## src/rtl/demux_rr_sched.sv

```systemverilog
// Round-robin scheduler for a 1x8 serial demux: arbitrates among eight requesters
// and delivers up to BURST bits to the granted channel through registered outputs.
module demux_rr_sched #(
  parameter int BURST = 4,
  parameter int CNT_W = 8
) (
  input  logic       clk,
  input  logic       rst_n,
  input  logic       in_valid,
  input  logic       in_data,
  output logic       in_ready,
  input  logic [7:0] req,
  output logic [7:0] grant,
  output logic [2:0] sel,
  output logic       en,
  output logic [7:0] out_data,
  output logic [7:0] out_valid
);

  localparam logic [0:0] S_IDLE  = 1'b0;
  localparam logic [0:0] S_SERVE = 1'b1;

  logic [0:0]       r_state;
  logic [2:0]       r_ptr;
  logic [2:0]       r_sel;
  logic [CNT_W-1:0] r_cnt;
  logic [7:0]       r_grant;

  logic [2:0] w_pick;
  logic       w_any;
  logic       w_xfer;
  logic       w_last;
  logic       w_drop;

  // First requester at or after the pointer, wrapping modulo 8.
  always_comb begin
    w_pick = r_ptr;
    w_any  = 1'b0;
    for (int i = 0; i < 8; i++) begin
      if (!w_any && req[r_ptr + 3'(i)]) begin
        w_pick = r_ptr + 3'(i);
        w_any  = 1'b1;
      end
    end
  end

  assign en       = (r_state == S_SERVE);
  assign in_ready = en && req[r_sel];
  assign w_xfer   = in_valid && in_ready;
  assign w_last   = w_xfer && (r_cnt == CNT_W'(BURST - 1));
  assign w_drop   = en && !req[r_sel];
  assign grant    = r_grant;
  assign sel      = r_sel;

  always_ff @(posedge clk or negedge rst_n) begin
    if (!rst_n) begin
      r_state <= S_IDLE;
      r_ptr   <= 3'd0;
      r_sel   <= 3'd0;
      r_cnt   <= '0;
      r_grant <= 8'd0;
    end else begin
      case (r_state)
        S_IDLE: begin
          if (w_any) begin
            r_sel   <= w_pick;
            r_grant <= 8'b1 << w_pick;
            r_cnt   <= '0;
            r_state <= S_SERVE;
          end
        end
        default: begin
          // A dropped request or the final beat both release the channel.
          if (w_drop || w_last) begin
            r_state <= S_IDLE;
            r_ptr   <= r_sel + 3'd1;
            r_grant <= 8'd0;
          end else if (w_xfer) begin
            r_cnt <= r_cnt + CNT_W'(1);
          end
        end
      endcase
    end
  end

  generate
    for (genvar gi = 0; gi < 8; gi++) begin : g_chan
      logic r_od;
      logic r_ov;
      always_ff @(posedge clk or negedge rst_n) begin
        if (!rst_n) begin
          r_od <= 1'b0;
          r_ov <= 1'b0;
        end else begin
          r_ov <= w_xfer && (r_sel == 3'(gi));
          if (w_xfer && (r_sel == 3'(gi))) begin
            r_od <= in_data;
          end
        end
      end
      assign out_data[gi]  = r_od;
      assign out_valid[gi] = r_ov;
    end
  endgenerate

endmodule
```

## config.mk

```make
export PLATFORM = sky130hd
export DESIGN_NAME = demux_rr_sched
export DESIGN_NICKNAME = d
export VERILOG_FILES = /design/src/rtl/demux_rr_sched.sv
export SDC_FILE = /design/constraint.sdc
export NUM_CORES = 1
export LEC_CHECK = 0
export ABC_AREA = 0
export BUFFER_PORTS_ARGS = -buffer_cell sky130_fd_sc_hd__buf_2
export CAP_MARGIN = 30
export CORE_MARGIN = 5
export CORE_UTILIZATION = 50
export CTS_BUF_LIST = sky130_fd_sc_hd__clkbuf_16
export CTS_CLUSTER_SIZE = 40
export DETAILED_ROUTE_END_ITERATION = 10
export PLACE_DENSITY_LB_ADDON = 0.15
export SLEW_MARGIN = 30
export SYNTH_ARGS = -nofsm -noshare
export SYNTH_HDL_FRONTEND = slang
export SYNTH_SLANG_ARGS = --single-unit
```

## constraint.sdc

```tcl
create_clock -name clk -period 4.17 [get_ports clk]
set_input_delay 0.417 -clock clk [delete_from_list [all_inputs] [get_ports clk]]
set_output_delay 0.417 -clock clk [all_outputs]
set_load 0.02 [all_outputs]
```

Word-level counts from Yosys, hierarchy flattened --
Cells that the tools add are included.
Cells by class: $add $sub $neg 9, divide/modulo/power cells 0, mux-type cells 43, bitwise logic cells 1, magnitude comparators 9, multiply operators 0, reductions and logical operators 34, equal/unequal tests 11, shift operators 1
Operators with widths (count):
- $mux W8 | 7
- $lt A3 B4 Y1 const B | 9
- $bmux W1 S3 | 9
- $mux W3 | 7
- $mux W1 | 20
- $logic_and A1 B1 Y1 | 19
- $add A3 B3 Y3 const B | 4
- $eq A3 B3 Y1 const B | 4
- $add A8 B1 Y8 const B | 1
- $eq A8 B2 Y1 const B | 1
- $logic_not A1 Y1 | 8
- $shl A1 B3 Y8 const A | 1
- $add A3 B1 Y3 const B | 2
- $add A3 B2 Y3 const B | 2
- $eq A3 B2 Y1 const B | 2
- $reduce_and A2 Y1 | 3
- $ne A2 B1 Y1 const B | 2
- $eq A3 B1 Y1 const B | 1
- $logic_not A3 Y1 | 1
- $reduce_and A3 Y1 | 1
- $ne A2 B2 Y1 const B | 1
- $reduce_bool A2 Y1 | 1
- $logic_or A1 B1 Y1 | 1
- $not A1 Y1 | 1
Word-level totals: bits in registers 39, latch bits 0, memories kept 0, bits in writable memories 0, bits in read-only memories 0, output and inout bits 29, input bits 12

Logic depth before layout (Yosys ltp) --
depth in word-level cells 27, gate-level depth with buffers 14

Worst setup path before layout --
No wires, ideal clock.
kind reg-to-reg, from register r_ptr[1], to register r_grant[0], in the netlist grant[0], data required time 4.048 ns, stages on the path, launching flop included 14, path slack 0.674 ns, buffers on the path 3, setup time 0.122 ns, arrival 3.375 ns, clock period less this slack 3.496 ns, cells stage by stage dfrtp_1 -> buf_2 -> buf_2 -> inv_1 -> ha_1 -> buf_6 -> mux4_2 -> nor3b_1 -> a31o_1 -> a221oi_2 -> a21oi_1 -> or3_4 -> o221a_4 -> a32o_1
Between the ends: longest elaborated chain between the ends 27, elaborated cells on any way between the ends 57, classes of those cells 7 x add/sub; 1 x shift; 33 x mux; 16 x reduce/logical
Ends and longest elaborated chain:
- from (decl) | RTL line 24 | logic [2:0] r_ptr;
- from (signal assigned) | RTL line 76 | r_ptr <= r_sel + 3'd1;
- parallel branches: the longest is 27 deep, another holds $add A3 B1 Y3
- to (signal assigned) | RTL line 67 | r_grant <= 8'b1 << w_pick;
- to (decl) | RTL line 27 | logic [7:0] r_grant;
Several ways; the timed one is not identified. The select of a mux whose other input is x is not followed. A chain may end at the register's enable or synchronous reset.

Final worst setup path --
from register r_ptr[1], to register r_grant[1], in the netlist grant[1]
The elaborated chain is that of the path after synthesis.

==> run metrics <==
series of cell instances along the critical path=inv_1 -> ha_1 -> mux4_2 -> nor3b_1 -> a31o_1 -> a221oi_2 -> a21oi_1 -> or3_4 -> o221a_4 -> a32o_1; final instance count without filler cells=380; fin crit share=0.8485; CP endpoint kind=register; cells on worst reg2reg path=10; total congestion overflow=0; number of storage elements in the synthesis netlist=39; total routing usage reported by global routing=0.1829; clock share of power=0.160; synthesized instance count=~280; Max Clk Rate=about 0.28 GHz; clock tree from TritonCTS=done; kind of cell with the highest combined delay on the critical path=compound AO/OA/AOI/OAI gates; first-pass GRT wire length=roughly 11,000 um; # fillers=483; Primary FF master, synth=sky130_fd_sc_hd__dfrtp_1; Data arrival, critical path=3.71 ns; hold-fix buffer count after cts=0; Area Overhead vs Synth=11.60%; proportion of power drawn by combinational gates=0.645; net load switching power=~1400 uW; net count after synthesis=303; number of vias after detailed routing=between 2,000 and 2,500; combined area of all synthesized cells=2859 um^2; register-to-register setup slack=about 0.63 ns; drt first-iter violations=about 150; placeable core region=5540 um^2; fin nets=between 300 and 400; number of global-route vias before repair=around 2,200; horizontal die dimension=between 80 and 90 um; antenna-violating nets left=0; setup bufs post-CTS=0; dominant cells by area after synthesis=sky130_fd_sc_hd__dfrtp_1 34%, sky130_fd_sc_hd__mux4_2 9.5%, sky130_fd_sc_hd__mux2_1 4.7%; H-Tree Depth=2; measured slew at the worst slew-check pin=slightly below 0.7 ns; cell taking the most area after synthesis=sky130_fd_sc_hd__dfrtp_1; DR DRC count=0; Worst Clk Skew=between 0.004 and 0.005 ns; post-layout worst setup margin=0.6319 ns; fraction of the yosys area taken by sequential cells=0.3414; post-detail-place hpwl=about 4800 um; Final TNS setup=0 ns; worst reg2reg endpoint=grant[1]; number of placed I/O pins=41; class of the most critical hold timing path=primary input to async pin; placed insts=roughly 370; count of input and output buffers=40; cell depth of the worst setup path=10; FF+latch area=~980 um^2; longest individual stage delay on the worst path=about 0.63 ns; final WL=~6300 um; unrepaired setup endpoints after global routing=no; switching share of total power=0.4511; required time of the critical path=4.34 ns; areal power density over the cells=between 900 and 1000 nW/um^2; result of the run=finished, final reports clean; post-layout utilization of the core=0.5759; floorplan die area=roughly 7300 um^2; Final Hold Violating Endpoints=0; clock latency on the worst-skew pair=roughly 0.28 ns; most frequent cells in the layout=39 x sky130_fd_sc_hd__dfrtp_1, 39 x sky130_fd_sc_hd__buf_2, 28 x sky130_fd_sc_hd__nand2_1; CP Launch Type=register; Placer Congestion=0.8862; Placement Setup Slack=between 0.6 and 0.7 ns; library cell contributing the largest single delay on the critical path=sky130_fd_sc_hd__ha_1; max_slew headroom=0.5456; final setup violation count=0; routed len/inst=about 16 um; initial antenna violation count=0; largest net degree at the start of global routing=40; starting density of the core=0.5160; Warnings, synthesis=0; IR drop worst, VDD=between 0.4 and 0.5 mV; count of standard-cell rows=27; number of buffers between clock root and the deepest sink=2; drt first pass iters=4; Die H=between 80 and 90 um; worst setup path start=r_ptr[1]; maximum fanout count along the critical path=12; number of distinct standard cells referenced by the synthesized netlist=56; count of pins over their slew limit=0; Worst Path Buf+Inv=1; share of the synthesized area in the top cell type=0.3414; Post-Syn Area per Cell=just over 10 um^2; Critical Setup Path Class=register to register; number of flops mapped to enable cells by yosys=0; clock tree root driver cell=sky130_fd_sc_hd__clkbuf_16; part of the power in registers=0.195; asr flop ratio synth=1.000; clock-pin slew of the registers on the worst-case setup and hold paths=around 0.06 ns; total CTS buffers=5; Avg Vias per Cell=approximately 5.9; count of clock tree sinks=39; launching point of the worst reg2reg path=r_ptr[1]; area of the multi-input gates=1639 um^2; number of antenna repair diodes=0; reported max-cap violation count=0; fraction of layout cells with a size suffix above 1=0.2532; critical path capture point=grant[1]; design internal power=~1600 uW; post-CTS sizing=0; LEAKAGE=about 0.0015 uW; final critical delay including setup and external delays=between 3 and 4 ns
==> cell families (layout without fill, tap and decap cells) <==
logic type	count (synthesis)	after routing	share of synthesized area
buffers and inverters	42	68	0.08534
flip-flops	39	39	0.3414
AND/OR/NAND/NOR	93	93	0.1624
XOR/XNOR	11	11	0.03370
adder cells (fa/ha/maj)	9	9	0.03939
multiplexers	39	39	0.2022
AO/OA/AOI/OAI	49	49	0.1357
==> worst min path at each step <==
stage	from	endpoint	slack, ns	cells after the start
after global routing	rst_n	g_chan[1].r_ov	0.15	1
after floorplan	rst_n	en	0.12	0
final	rst_n	g_chan[1].r_ov	0.10	1
after CTS	rst_n	g_chan[6].r_od	0.27	1
after detailed placement	grant[5]	grant[5]	0.46	2
after global placement	grant[5]	grant[5]	0.46	2
==> power groups by stage <==
stage	Combinational [uW]	Clock [uW]	Sequential, uW
final	1940	480	585
after global placement	1930	0	589
after floorplan	1580	0	586
after detailed placement	1930	0	594
after CTS	1940	489	587
after global routing	2130	511	606
==> worst register-to-register path: stages, from the launching register on <==
cell and delay (ns):
sky130_fd_sc_hd__dfrtp_1 0.34, sky130_fd_sc_hd__inv_1 0.08, sky130_fd_sc_hd__ha_1 0.63, sky130_fd_sc_hd__mux4_2 0.62
sky130_fd_sc_hd__nor3b_1 0.16, sky130_fd_sc_hd__a31o_1 0.20, sky130_fd_sc_hd__a221oi_2 0.37, sky130_fd_sc_hd__a21oi_1 0.12
sky130_fd_sc_hd__or3_4 0.41, sky130_fd_sc_hd__o221a_4 0.27, sky130_fd_sc_hd__a32o_1 0.22
==> metrics by stage <==
stage                     power, uW  hold WS [ns]  instance area (um^2)
after floorplan                2167        0.1214                  2859
after global placement         2514        0.4602                  2999
after detailed placement       2529        0.4647                  2999
after CTS                      3016        0.2749                  3188
after global routing           3246        0.1457                  3191
final                          3003        0.1012                  3191
==> flip-flops by register name (all words and copies together) (netlist names) <==
register     flops
sel              3
r_cnt            8
g_chan.r_od      8
grant            8
g_chan.r_ov      8
en               1
r_ptr            3
==> cell usage after synthesis, types with 2 or more instances <==
cell type / n
sky130_fd_sc_hd__dfrtp_1: 39
sky130_fd_sc_hd__nand2_1: 28
sky130_fd_sc_hd__nor2_1: 23
sky130_fd_sc_hd__buf_4: 16
sky130_fd_sc_hd__inv_1: 15
sky130_fd_sc_hd__mux2_1: 12
sky130_fd_sc_hd__mux4_2: 12
sky130_fd_sc_hd__and3_1: 10
sky130_fd_sc_hd__ha_1: 9
sky130_fd_sc_hd__mux2i_1: 9
sky130_fd_sc_hd__a21oi_1: 8
sky130_fd_sc_hd__a32o_1: 6
sky130_fd_sc_hd__nand3_1: 6
sky130_fd_sc_hd__xnor2_1: 6
sky130_fd_sc_hd__clkbuf_1: 5
sky130_fd_sc_hd__mux2_2: 5
sky130_fd_sc_hd__nand2b_1: 5
sky130_fd_sc_hd__o21ai_1: 5
sky130_fd_sc_hd__xor2_1: 5
sky130_fd_sc_hd__nor3_1: 4
sky130_fd_sc_hd__o31ai_1: 4
sky130_fd_sc_hd__and2_1: 3
sky130_fd_sc_hd__buf_2: 3
sky130_fd_sc_hd__buf_6: 3
sky130_fd_sc_hd__nor2b_1: 3
sky130_fd_sc_hd__o21ai_0: 3
sky130_fd_sc_hd__a211oi_1: 2
sky130_fd_sc_hd__a21o_1: 2
sky130_fd_sc_hd__a221oi_1: 2
sky130_fd_sc_hd__and4_1: 2
sky130_fd_sc_hd__o221a_2: 2
==> per-layer routing <==
layer / up-vias / track usage / routed length (um)
met3: 13 / 0.02402 / 322
met2: 73 / 0.3129 / 3188
met4: 0 / 0.06763 / 130
li1: 1063 / - / -
met1: 1077 / 0.2362 / 2625
met5: - / 0 / 0
==> area by class of cell <==
type,count,area share
clock buffer,5,0.03922
clock inverter,3,0.02000
inverter,15,0.01765
multi-input combinational,201,0.5137
sequential,39,0.3059
tap,72,0.02824
timing repair buffer,45,0.07529
Power figures use the tool's default switching activity.
